===== config.mk =====
export PLATFORM = sky130hd
export DESIGN_NAME = keypad_scanner
export DESIGN_NICKNAME = d
export VERILOG_FILES = /design/src/rtl/keypad_scanner.sv
export SDC_FILE = /design/constraint.sdc
export NUM_CORES = 1
export LEC_CHECK = 0
export ABC_AREA = 1
export BUFFER_PORTS_ARGS = -buffer_cell sky130_fd_sc_hd__buf_2
export CAP_MARGIN = 20
export CORE_MARGIN = 2
export CORE_UTILIZATION = 46
export CTS_CLUSTER_DIAMETER = 30
export DETAILED_ROUTE_END_ITERATION = 8
export PLACE_DENSITY = 0.69
export SLEW_MARGIN = 25
export SYNTH_ARGS = -nofsm -noshare
export SYNTH_HDL_FRONTEND = slang
export SYNTH_SLANG_ARGS = --single-unit

===== constraint.sdc =====
create_clock -name clk -period 6.86 [get_ports clk]
set_clock_uncertainty 0.15 [all_clocks]
set_input_delay 1.029 -clock clk [delete_from_list [all_inputs] [get_ports clk]]
set_output_delay 1.029 -clock clk [all_outputs]
set_load 0.005 [all_outputs]

===== src/rtl/keypad_scanner.sv =====
// keypad_scanner: 4x4 matrix keypad scanner. It drives one active-low row at a
// time, synchronises the columns, classifies whole scan frames, debounces them
// and presents one key code per accepted press on a valid/ack handshake.
module keypad_scanner #(
  parameter int SCAN_DIV        = 25000,
  parameter int DIV_BITS        = 17,
  parameter int DEBOUNCE_FRAMES = 8
) (
  input  logic       clk,
  input  logic       rst,
  output logic [3:0] row_select,
  input  logic [3:0] col_in,
  output logic [3:0] key_code,
  output logic       key_valid,
  input  logic       key_ack,
  output logic       key_held,
  output logic       overrun
);

  typedef enum logic [1:0] {IDLE, DEBOUNCE, PRESSED, RELEASE} state_e;

  localparam logic [DIV_BITS-1:0] DIV_LAST = DIV_BITS'(SCAN_DIV - 1);
  localparam logic [3:0]          DB_LAST  = 4'(DEBOUNCE_FRAMES);

  logic [DIV_BITS-1:0] div_q, div_d;
  logic [1:0]          row_q, row_d;
  logic [3:0]          row_sel_q, row_sel_d;
  logic [3:0]          sync1_q, sync2_q;
  // Frame accumulator: low-bit count so far (saturates at 2) and its code.
  logic [1:0]          acc_cnt_q, acc_cnt_d;
  logic [3:0]          acc_code_q, acc_code_d;
  state_e              state_q, state_d;
  logic [3:0]          cand_q, cand_d;
  logic [3:0]          cnt_q, cnt_d;
  logic [3:0]          key_code_q, key_code_d;
  logic                key_valid_q, key_valid_d;
  logic                key_held_q, key_held_d;
  logic                overrun_q, overrun_d;

  logic       tick, frame_end, accept;
  logic [3:0] col_low;
  logic [2:0] hits, sum;
  logic [1:0] col_idx, frame_cnt;
  logic [3:0] frame_code, cnt_inc;

  // Row stepping and per-frame accumulation of low column bits.
  always_comb begin
    tick      = (div_q == DIV_LAST);
    frame_end = tick && (row_q == 2'd3);
    col_low   = ~sync2_q;
    hits      = 3'(col_low[0]) + 3'(col_low[1]) + 3'(col_low[2]) + 3'(col_low[3]);
    col_idx   = 2'd0;
    for (int c = 0; c < 4; c++)
      if (col_low[c]) col_idx = 2'(c);
    sum        = {1'b0, acc_cnt_q} + hits;
    frame_cnt  = (sum >= 3'd2) ? 2'd2 : sum[1:0];
    frame_code = (acc_cnt_q == 2'd0 && hits == 3'd1) ? {row_q, col_idx} : acc_code_q;

    div_d      = tick ? '0 : div_q + 1'b1;
    row_d      = row_q;
    row_sel_d  = row_sel_q;
    acc_cnt_d  = acc_cnt_q;
    acc_code_d = acc_code_q;
    if (tick) begin
      row_d     = row_q + 2'd1;
      row_sel_d = {row_sel_q[2:0], row_sel_q[3]};
      if (frame_end) begin
        acc_cnt_d  = 2'd0;
        acc_code_d = 4'd0;
      end else begin
        acc_cnt_d  = frame_cnt;
        acc_code_d = frame_code;
      end
    end
  end

  // Debounce FSM, evaluated on frame end, plus the valid/ack handshake.
  always_comb begin
    state_d     = state_q;
    cand_d      = cand_q;
    cnt_d       = cnt_q;
    accept      = 1'b0;
    cnt_inc     = cnt_q + 4'd1;
    key_code_d  = key_code_q;
    key_valid_d = key_valid_q;
    overrun_d   = overrun_q;

    if (frame_end) begin
      case (state_q)
        IDLE: if (frame_cnt == 2'd1) begin
          cand_d = frame_code;
          if (DB_LAST == 4'd1) begin
            state_d = PRESSED;
            cnt_d   = 4'd0;
            accept  = 1'b1;
          end else begin
            state_d = DEBOUNCE;
            cnt_d   = 4'd1;
          end
        end
        DEBOUNCE: if (frame_cnt == 2'd1 && frame_code == cand_q) begin
          if (cnt_inc == DB_LAST) begin
            state_d = PRESSED;
            cnt_d   = 4'd0;
            accept  = 1'b1;
          end else begin
            cnt_d = cnt_inc;
          end
        end else begin
          state_d = IDLE;
          cnt_d   = 4'd0;
        end
        // A second key or a chord while pressed is ignored until release.
        PRESSED: if (frame_cnt == 2'd0) begin
          if (DB_LAST == 4'd1) begin
            state_d = IDLE;
            cnt_d   = 4'd0;
          end else begin
            state_d = RELEASE;
            cnt_d   = 4'd1;
          end
        end
        RELEASE: if (frame_cnt == 2'd0) begin
          if (cnt_inc == DB_LAST) begin
            state_d = IDLE;
            cnt_d   = 4'd0;
          end else begin
            cnt_d = cnt_inc;
          end
        end else begin
          state_d = PRESSED;
          cnt_d   = 4'd0;
        end
        default: begin
          state_d = IDLE;
          cnt_d   = 4'd0;
        end
      endcase
    end

    key_held_d = (state_d == PRESSED) || (state_d == RELEASE);

    // A same-cycle ack consumes the old event; the new event still wins.
    if (accept) begin
      key_code_d  = frame_code;
      key_valid_d = 1'b1;
      if (key_valid_q && !key_ack) overrun_d = 1'b1;
      else if (key_ack)            overrun_d = 1'b0;
    end else if (key_ack && key_valid_q) begin
      key_valid_d = 1'b0;
      overrun_d   = 1'b0;
    end
  end

  // All state registers, synchronous active-high reset.
  always_ff @(posedge clk) begin
    if (rst) begin
      div_q       <= '0;
      row_q       <= 2'd0;
      row_sel_q   <= 4'b1110;
      sync1_q     <= 4'b1111;
      sync2_q     <= 4'b1111;
      acc_cnt_q   <= 2'd0;
      acc_code_q  <= 4'd0;
      state_q     <= IDLE;
      cand_q      <= 4'd0;
      cnt_q       <= 4'd0;
      key_code_q  <= 4'd0;
      key_valid_q <= 1'b0;
      key_held_q  <= 1'b0;
      overrun_q   <= 1'b0;
    end else begin
      div_q       <= div_d;
      row_q       <= row_d;
      row_sel_q   <= row_sel_d;
      sync1_q     <= col_in;
      sync2_q     <= sync1_q;
      acc_cnt_q   <= acc_cnt_d;
      acc_code_q  <= acc_code_d;
      state_q     <= state_d;
      cand_q      <= cand_d;
      cnt_q       <= cnt_d;
      key_code_q  <= key_code_d;
      key_valid_q <= key_valid_d;
      key_held_q  <= key_held_d;
      overrun_q   <= overrun_d;
    end
  end

  assign row_select = row_sel_q;
  assign key_code   = key_code_q;
  assign key_valid  = key_valid_q;
  assign key_held   = key_held_q;
  assign overrun    = overrun_q;

endmodule


==> results.tsv, run 1 <==
stage	metric	value	unit
outcome	status	complete, no violations	
final_layout	ant diodes	0	
timing	Slew Viols, Final	0	
timing	Fmax	299	MHz
cts	Gates resized, CTS repair	0	
timing	RSZ-0062 raised after global routing	no	
die	Die Area	6340	um^2
cts	total CTS buffers	5	
detailed_routing	via count	2180	
final_layout	Area growth syn-to-layout	9.60	%
grt	Overall Global Routing Usage	0.169	
final_layout	Final nets	388	
timing	final hold viol count	0	
final_layout	post-route core utilization	0.524	
detailed_routing	DR WL/cell	10.8	um
die	IO Count	18	
cts	TritonCTS clock tree	done	
cts	Clk Latency, worst-skew pair	0.30	ns
detailed_routing	drt first pass iters	4	
synth	#FFs+latches synth	54	
job	max cap viols	0	
final_layout	Filler cells	543	
cts	H-tree depth	2	
die	Die Ht	79.7	um
die	Core Region	5510	um^2
cts	Clock Tree Root	clkbuf_8	
final_layout	leading cell type in the layout, fill and taps excluded	nand2_1	
synth	Synth Cell Area	2630	um^2
timing	worst slew pin tran	0.647	ns
synth	Syn Area/Cell	7.42	um^2
hold_path	worst hold path class	flop to flop	
final_layout	commonest non-fill, non-tap cells in the layout	nand2_1, dfxtp_1, inv_1	
grt	largest net degree at the start of global routing	23	
synth	Yosys warning count	0	
die	die width	79.7	um
cts	clock slew at reported path FFs	0.09	ns
worst_setup_path	crit end category	flop	
pwr	Power Dens Cells	204	nW/um^2
synth	Mapped Nets	370	
place	port buffer count	17	
cts	post-CTS setup repair buffer count	0	
cts	Sink Count	54	
grt	gr ovfl total	0	
synth	synth unique cells	36	
place	GP Congestion	0.821	
grt	vias in the first global route	1964	
cts	Hold-fix buffers, CTS	0	
synth	Seq/Total Area, Yosys	0.411	
timing	fin crit period	3.34	ns
worst_setup_path	critical path start-end classification	flop to flop	
synth	Post-Syn Instances	355	
place	Detailed Place HPWL	3.61	mm
cts	clk buf depth	2	
grt	first-pass GRT wire length	8.49	mm
final_layout	layout cells sized above 1	0.169	
detailed_routing	post-route ant nets	0	
pwr	P_leak	1.31	nW
worst_setup_path	CP arrival	3.40	ns
timing	Setup violations, final	0	
timing	setup TNS	0	ns
detailed_routing	Iter 0 DRT Violations	82	
worst_setup_path	Worst EP required	6.92	ns
detailed_routing	DR vias/cell	4.90	
timing	Tcrit/Tclk final	0.487	
detailed_routing	Detailed Route WL	4.79	mm
detailed_routing	DRC	0	
worst_setup_path	crit start category	flop	
die	initial core utilization	0.478	
timing	normalized max-slew margin	0.568	
grt	initial antenna violation count	0	
worst_setup_path	CP max FO	13	
pwr	maximum VDD drop	0.0000846	V
die	std cell rows	27	
[path summary, 6_finish.rpt]
path | start | end | slack [ns] | depth (start not counted)
setup / recovery | sync2_q[3] | overrun | 3.52 | 15
setup reg to reg | sync2_q[3] | overrun | 3.52 | 15
hold reg to reg | sync1_q[2] | sync2_q[2] | 0.27 | 1
hold / removal | sync1_q[2] | sync2_q[2] | 0.27 | 1
[cell families (layout without fill, tap and decap cells)]
kind of cell / after synthesis / in the layout / synth area share
DFF: 54 / 54 / 0.411
buffers and inverters: 59 / 77 / 0.0889
adders and majority gates: 8 / 8 / 0.0437
xor gates and xnor gates: 3 / 3 / 0.0128
and+or+nand+nor: 186 / 186 / 0.352
AOI/OAI and AO/OA: 45 / 45 / 0.0922
[sequential cells by signal (all words and copies together) (netlist names)]
name,flops
acc_cnt_q,2
row_q,2
cnt_q,4
key_valid,1
key_held,1
state_q,2
sync2_q,4
cand_q,4
div_q,17
acc_code_q,4
overrun,1
row_select,4
sync1_q,4
key_code,4
[cell type report]
type                            instances  area, um^2  share of cell area
Timing Repair Buffer                   17        85.1              0.0295
Inverter                               53         199              0.0690
Sequential cell                        54        1080               0.375
Tap cell                               72        90.1              0.0312
Clock buffer                            6        82.6              0.0286
Multi-Input combinational cell        242        1320               0.457
Clock inverter                          1        30.0              0.0104
[critical path, cell delays in order (launching register included)]
cell     delay, ns
dfxtp_1       0.34
inv_1         0.06
fa_1          0.45
ha_1          0.19
ha_1          0.35
fa_1          0.47
nor2_1        0.10
o21ai_1       0.09
nor2_1        0.13
nand2_1       0.11
nor2_4        0.14
nand4_2       0.35
nand2_1       0.16
nand2_1       0.06
nand2_1       0.05
nor2_1        0.05
[routing by layer]
layer,GRT usage,vias to the layer above,share of wire
met2,0.265,31,0.45
met5,0,-,0
met1,0.228,974,0.50
met3,0.0407,8,0.034
met4,0.0586,0,0.018
li1,-,1167,-
[power breakdown]
part,switching (mW),internal [mW],total [mW]
Combinational,0.0337,0.0184,0.0521
Sequential,0.00310,0.319,0.322
Clock,0.0970,0.117,0.214
[per-stage QoR]
stage	std cells	cell area (um^2)	hold slack [ns]	setup slack (ns)	power, mW
floorplan	355	2630	0.239	3.87	0.370
CTS	445	2890	0.277	3.51	0.595
detailed placement	438	2770	0.254	3.52	0.382
finish	445	2890	0.272	3.52	0.588
global placement	438	2770	0.243	3.64	0.381
global route	445	2890	0.293	3.25	0.619
[synthesized netlist by cell type (all sizes together)]
| cell | n | area share |
|---|---|---|
| xnor2 | 1 | 0.0062 |
| a211oi | 2 | 0.0057 |
| o22ai | 2 | 0.0048 |
| o21a | 2 | 0.0057 |
| o21bai | 1 | 0.0029 |
| fa | 2 | 0.015 |
| and3 | 1 | 0.0024 |
| buf | 3 | 0.0090 |
| dfxtp | 54 | 0.41 |
| o21ai | 15 | 0.029 |
| nor4 | 1 | 0.0024 |
| o211ai | 1 | 0.0029 |
| nor3b | 3 | 0.0086 |
| clkbuf | 3 | 0.0043 |
| or2 | 12 | 0.029 |
| nor2 | 43 | 0.077 |
| ha | 6 | 0.029 |
| nand3 | 27 | 0.062 |
| nor3 | 9 | 0.021 |
| xor2 | 2 | 0.0067 |
| nand3b | 2 | 0.0057 |
| nand2 | 80 | 0.12 |
| nand4 | 8 | 0.021 |
| inv | 53 | 0.076 |
| a21oi | 22 | 0.042 |
Note: power is estimated with default switching activity, not from simulation.
==> run 2: changes to the inputs <==
clock period = 3.5 ns   (was 6.86 ns; I/O delays follow)
==> results.tsv, run 2 (same netlist as run 1, synthesis figures left out) <==
stage	metric	value	unit
pwr	Comb power frac	0.090	
cts	Clock Tree Root	clkbuf_8	
worst_setup_path	CP max stage cell	fa_1	
place	port buffer count	17	
grt	Overall Global Routing Usage	0.167	
timing	worst slew pin tran	0.678	ns
grt	vias in the first global route	1940	
timing	final hold viol count	0	
die	Die Area	6340	um^2
worst_setup_path	R2R cell count	15	
worst_setup_path	crit end category	flop	
detailed_routing	drt first pass iters	4	
cts	clock slew at reported path FFs	0.09	ns
worst_setup_path	Worst R2R Setup Slack	0.29	ns
pwr	Clock power frac	0.359	
pwr	P_leak	1.30	nW
die	Die Ht	79.7	um
hold_path	hold path startpoint	col_in[3]	
die	initial core utilization	0.478	
place	Detailed Place HPWL	3.60	mm
detailed_routing	DR WL/cell	10.9	um
die	Core Region	5510	um^2
hold_path	worst hold path cell count	2	
worst_setup_path	CP max stage delay	0.47	ns
timing	normalized max-slew margin	0.547	
die	IO Count	18	
worst_setup_path	Worst EP required	3.57	ns
cts	clk buf depth	2	
detailed_routing	Iter 0 DRT Violations	92	
grt	gr ovfl total	0	
grt	first-pass GRT wire length	8.38	mm
hold_path	worst hold path class	input pin to flop	
detailed_routing	Detailed Route WL	4.88	mm
final_layout	Post-Layout Cell Count	446	
pwr	Seq pwr share	0.551	
worst_setup_path	buffer and inverter count on the worst path	1	
final_layout	Top reg by flops	div_q	
final_layout	Final nets	388	
timing	RSZ-0062 raised after global routing	no	
pwr	internal power	0.872	mW
worst_setup_path	most used cell, CP	nand2_1	
timing	setup TNS	0	ns
worst_setup_path	critical path start-end classification	flop to flop	
pwr	maximum VDD drop	0.000215	V
worst_setup_path	RR Endpoint	overrun	
final_layout	Area growth syn-to-layout	9.79	%
worst_setup_path	Crit path max-delay family	adder cells	
worst_setup_path	CP arrival	3.27	ns
worst_setup_path	Worst R2R Start	sync2_q[3]	
pwr	Net Switching	0.276	mW
final_layout	max FFs per register	17	
timing	Tcrit/Tclk final	0.916	
detailed_routing	post-route ant nets	0	
worst_setup_path	crit path cell chain	inv_1, fa_1, ha_1, ha_1, fa_1, nor2_1, o21ai_1, nor2_1, nand2_1, nor2_4, nand4_4, nand2_1, nand2_1, nand2_1, nor2_1	
detailed_routing	via count	2192	
place	GP Congestion	0.820	
die	die width	79.7	um
cts	Gates resized, CTS repair	0	
cts	H-tree depth	2	
timing	Slew Viols, Final	0	
timing	Fmax	312	MHz
place	placed instance count	438	
pwr	Power Dens Cells	397	nW/um^2
cts	Hold-fix buffers, CTS	0	
detailed_routing	DRC	0	
detailed_routing	DR vias/cell	4.91	
grt	initial antenna violation count	0	
cts	Sink Count	54	
timing	Setup violations, final	0	
timing	Fin Hold WS	0.238	ns
cts	post-CTS setup repair buffer count	0	
final_layout	commonest non-fill, non-tap cells in the layout	nand2_1, dfxtp_1, inv_1	
outcome	status	complete, no violations	
worst_setup_path	crit start category	flop	
die	std cell rows	27	
timing	fin crit period	3.21	ns
final_layout	layout cells sized above 1	0.171	
cts	TritonCTS clock tree	done	
worst_setup_path	CP max FO	13	
job	max cap viols	0	
cts	total CTS buffers	5	
hold_path	hold endpoint	sync1_q[3]	
final_layout	leading cell type in the layout, fill and taps excluded	nand2_1	
pwr	Sw Ratio	0.240	
grt	largest net degree at the start of global routing	23	
cts	Clk Latency, worst-skew pair	0.31	ns
final_layout	ant diodes	0	
[run 2: changes by cell type in the layout (fill, tap and decap cells not counted)]
cell      delta
clkinv_2     +2
nand4_4      +1
nand4_2      -1
clkbuf_8     -1
[run 2: power by group through the flow]
| stage | sequential (mW) | combinational [mW] | clock, mW |
|---|---|---|---|
| floorplan | 0.645 | 0.0803 | 0 |
| global placement | 0.646 | 0.100 | 0 |
| detailed placement | 0.646 | 0.102 | 0 |
| CTS | 0.632 | 0.103 | 0.423 |
| global route | 0.634 | 0.118 | 0.447 |
| finish | 0.632 | 0.104 | 0.412 |
[run 2: worst max path at each step]
stage	startpoint	endpoint	cells past startpoint
global placement	sync2_q[0]	overrun	15
finish	sync2_q[3]	overrun	15
CTS	sync2_q[3]	overrun	15
detailed placement	sync2_q[3]	overrun	15
floorplan	sync2_q[0]	key_code[0]	14
global route	sync2_q[3]	overrun	15
[run 2: metrics by stage]
| stage | utilization | setup WS [ns] | area [um^2] | total power, mW |
|---|---|---|---|---|
| 2_1_floorplan | - | 0.507 | 2630 | 0.725 |
| 3_3_place_gp | 0.504 | 0.277 | 2770 | 0.746 |
| 3_5_place_dp | 0.504 | 0.171 | 2770 | 0.749 |
| 4_1_cts | 0.523 | 0.145 | 2880 | 1.16 |
| 5_1_grt | 0.525 | 0.0138 | 2890 | 1.20 |
| 6_report | 0.525 | 0.294 | 2890 | 1.15 |
[run 2: layout make-up]
cell class / count / area [um^2]
timing repair buffer: 17 / 85.1
multi-input combinational: 242 / 1330
tap: 72 / 90.1
fill: 526 / 2620
clock inverter: 3 / 40.0
sequential: 54 / 1080
inverter: 53 / 199
clock buffer: 5 / 68.8
[run 2: layer usage]
layer | GRT usage | wire [um] | up-vias
li1 | - | - | 1170
met1 | 0.219 | 2420 | 980
met2 | 0.261 | 2170 | 32
met3 | 0.0317 | 179 | 10
met4 | 0.0897 | 116 | 0
met5 | 0 | 0 | -
==> run 3: changes to the inputs <==
CORE_MARGIN = default   (was 2)
TNS_END_PERCENT = 100   (was default)
==> results.tsv, run 3 (same netlist as run 1, synthesis figures left out) <==
stage	metric	value	unit
outcome	status	complete, no violations	
detailed_routing	post-route ant nets	0	
cts	TritonCTS clock tree	done	
grt	initial antenna violation count	0	
worst_setup_path	Worst EP required	3.57	ns
die	die width	77.7	um
timing	normalized max-slew margin	0.545	
place	Detailed Place HPWL	3.50	mm
timing	Setup violations, final	0	
final_layout	commonest non-fill, non-tap cells in the layout	nand2_1, dfxtp_1, inv_1	
die	Core Region	5510	um^2
pwr	internal power	0.967	mW
detailed_routing	Detailed Route WL	4.76	mm
detailed_routing	drt first pass iters	6	
pwr	Clock power frac	0.409	
grt	largest net degree at the start of global routing	23	
place	instance area at placement	2770	um^2
pwr	Net Switching	0.277	mW
final_layout	max FFs per register	17	
timing	Fmax	309	MHz
pwr	Seq pwr share	0.508	
job	max cap viols	0	
timing	Slew Viols, Final	0	
final_layout	Final nets	388	
cts	Clk Latency, worst-skew pair	0.31	ns
place	port buffer count	17	
timing	Tcrit/Tclk final	0.926	
worst_setup_path	critical path start-end classification	flop to flop	
hold_path	worst hold path cell count	2	
worst_setup_path	CP max FO	13	
place	dpl ws	0.141	ns
final_layout	Area growth syn-to-layout	11.2	%
die	std cell rows	27	
hold_path	worst hold path class	input pin to flop	
pwr	Sw Ratio	0.223	
final_layout	Top reg by flops	div_q	
cts	post-CTS setup repair buffer count	0	
grt	gr ovfl total	0	
cts	H-tree depth	2	
detailed_routing	DRC	0	
grt	vias in the first global route	1969	
final_layout	ant diodes	0	
cts	Clock Tree Root	clkbuf_8	
detailed_routing	DR vias/cell	4.89	
die	initial core utilization	0.478	
timing	worst slew pin tran	0.680	ns
timing	final hold viol count	0	
detailed_routing	DR WL/cell	10.7	um
cts	total CTS buffers	5	
die	Die Ht	77.7	um
detailed_routing	Iter 0 DRT Violations	86	
timing	setup TNS	0	ns
pwr	P_leak	1.31	nW
cts	Sink Count	54	
final_layout	fin area	2930	um^2
cts	clock slew at reported path FFs	0.10	ns
worst_setup_path	R2R cell count	15	
worst_setup_path	CP arrival	3.31	ns
worst_setup_path	crit end category	flop	
pwr	maximum VDD drop	0.000232	V
worst_setup_path	crit start category	flop	
die	Die Area	6030	um^2
timing	RSZ-0062 raised after global routing	no	
grt	Overall Global Routing Usage	0.175	
pwr	Comb power frac	0.083	
final_layout	layout cells sized above 1	0.174	
final_layout	leading cell type in the layout, fill and taps excluded	nand2_1	
die	IO Count	18	
detailed_routing	via count	2183	
place	GP Congestion	0.798	
grt	first-pass GRT wire length	8.42	mm
pwr	Final Total Pwr	1.24	mW
timing	fin crit period	3.24	ns
pwr	Power Dens Cells	425	nW/um^2
timing	setup ws final	0.259	ns
cts	clk buf depth	2	
run 3: cell count changes in the layout (fill, tap and decap cells not counted), sizes merged:
| cell | before | now |
|---|---|---|
| bufinv | 1 | 2 |
| clkinv | 2 | 0 |
| clkbuf | 5 | 6 |
run 3: metrics by stage:
step                hold WS (ns)   util  std cells
floorplan                  0.239      -        355
global placement           0.242  0.504        438
detailed placement         0.242  0.504        438
CTS                        0.235  0.529        446
global route               0.228  0.532        446
finish                     0.238  0.532        446
run 3: worst paths after layout:
check | start | endpoint | slack, ns
max | sync2_q[3] | overrun | 0.26
min | col_in[1] | sync1_q[1] | 0.24
max reg2reg | sync2_q[3] | overrun | 0.26
min reg2reg | sync1_q[2] | sync2_q[2] | 0.26
run 3: area by class of cell:
type / count / area [um^2]
inverters: 53 / 199
repair buffers: 17 / 85.1
clock inverters: 2 / 60.1
flip-flops and latches: 54 / 1080
well taps: 72 / 90.1
clock buffers: 6 / 82.6
fillers: 523 / 2580
multi-input cells: 242 / 1330
run 3: what timing repair did:
action | CTS | global route
setup endpoints to repair | 0 | 8
hold buffers | 0 | 0
gates resized for setup | 0 | 2
run 3: worst max-delay path: stages, from the launching register on:
cell     delay (ns)
dfxtp_1        0.35
inv_1          0.07
fa_1           0.44
ha_1           0.20
ha_1           0.35
fa_1           0.48
nor2_1         0.11
o21ai_1        0.09
nor2_1         0.13
nand2_1        0.10
nor2_4         0.16
nand4_4        0.23
nand2_1        0.12
nand2_1        0.05
nand2_1        0.05
nor2_1         0.05
run 3: power by group through the flow:
stage / registers [mW] / clock network [mW] / logic (mW)
6_report: 0.631 / 0.509 / 0.103
5_1_grt: 0.634 / 0.539 / 0.117
4_1_cts: 0.632 / 0.518 / 0.103
3_5_place_dp: 0.646 / 0 / 0.102
3_3_place_gp: 0.646 / 0 / 0.0999
2_1_floorplan: 0.645 / 0 / 0.0803
run 3: layer usage:
layer  wire [um]  GRT usage
met1        2470      0.233
met2        2000      0.270
met3         160     0.0306
met4         129     0.0943
met5           0          0
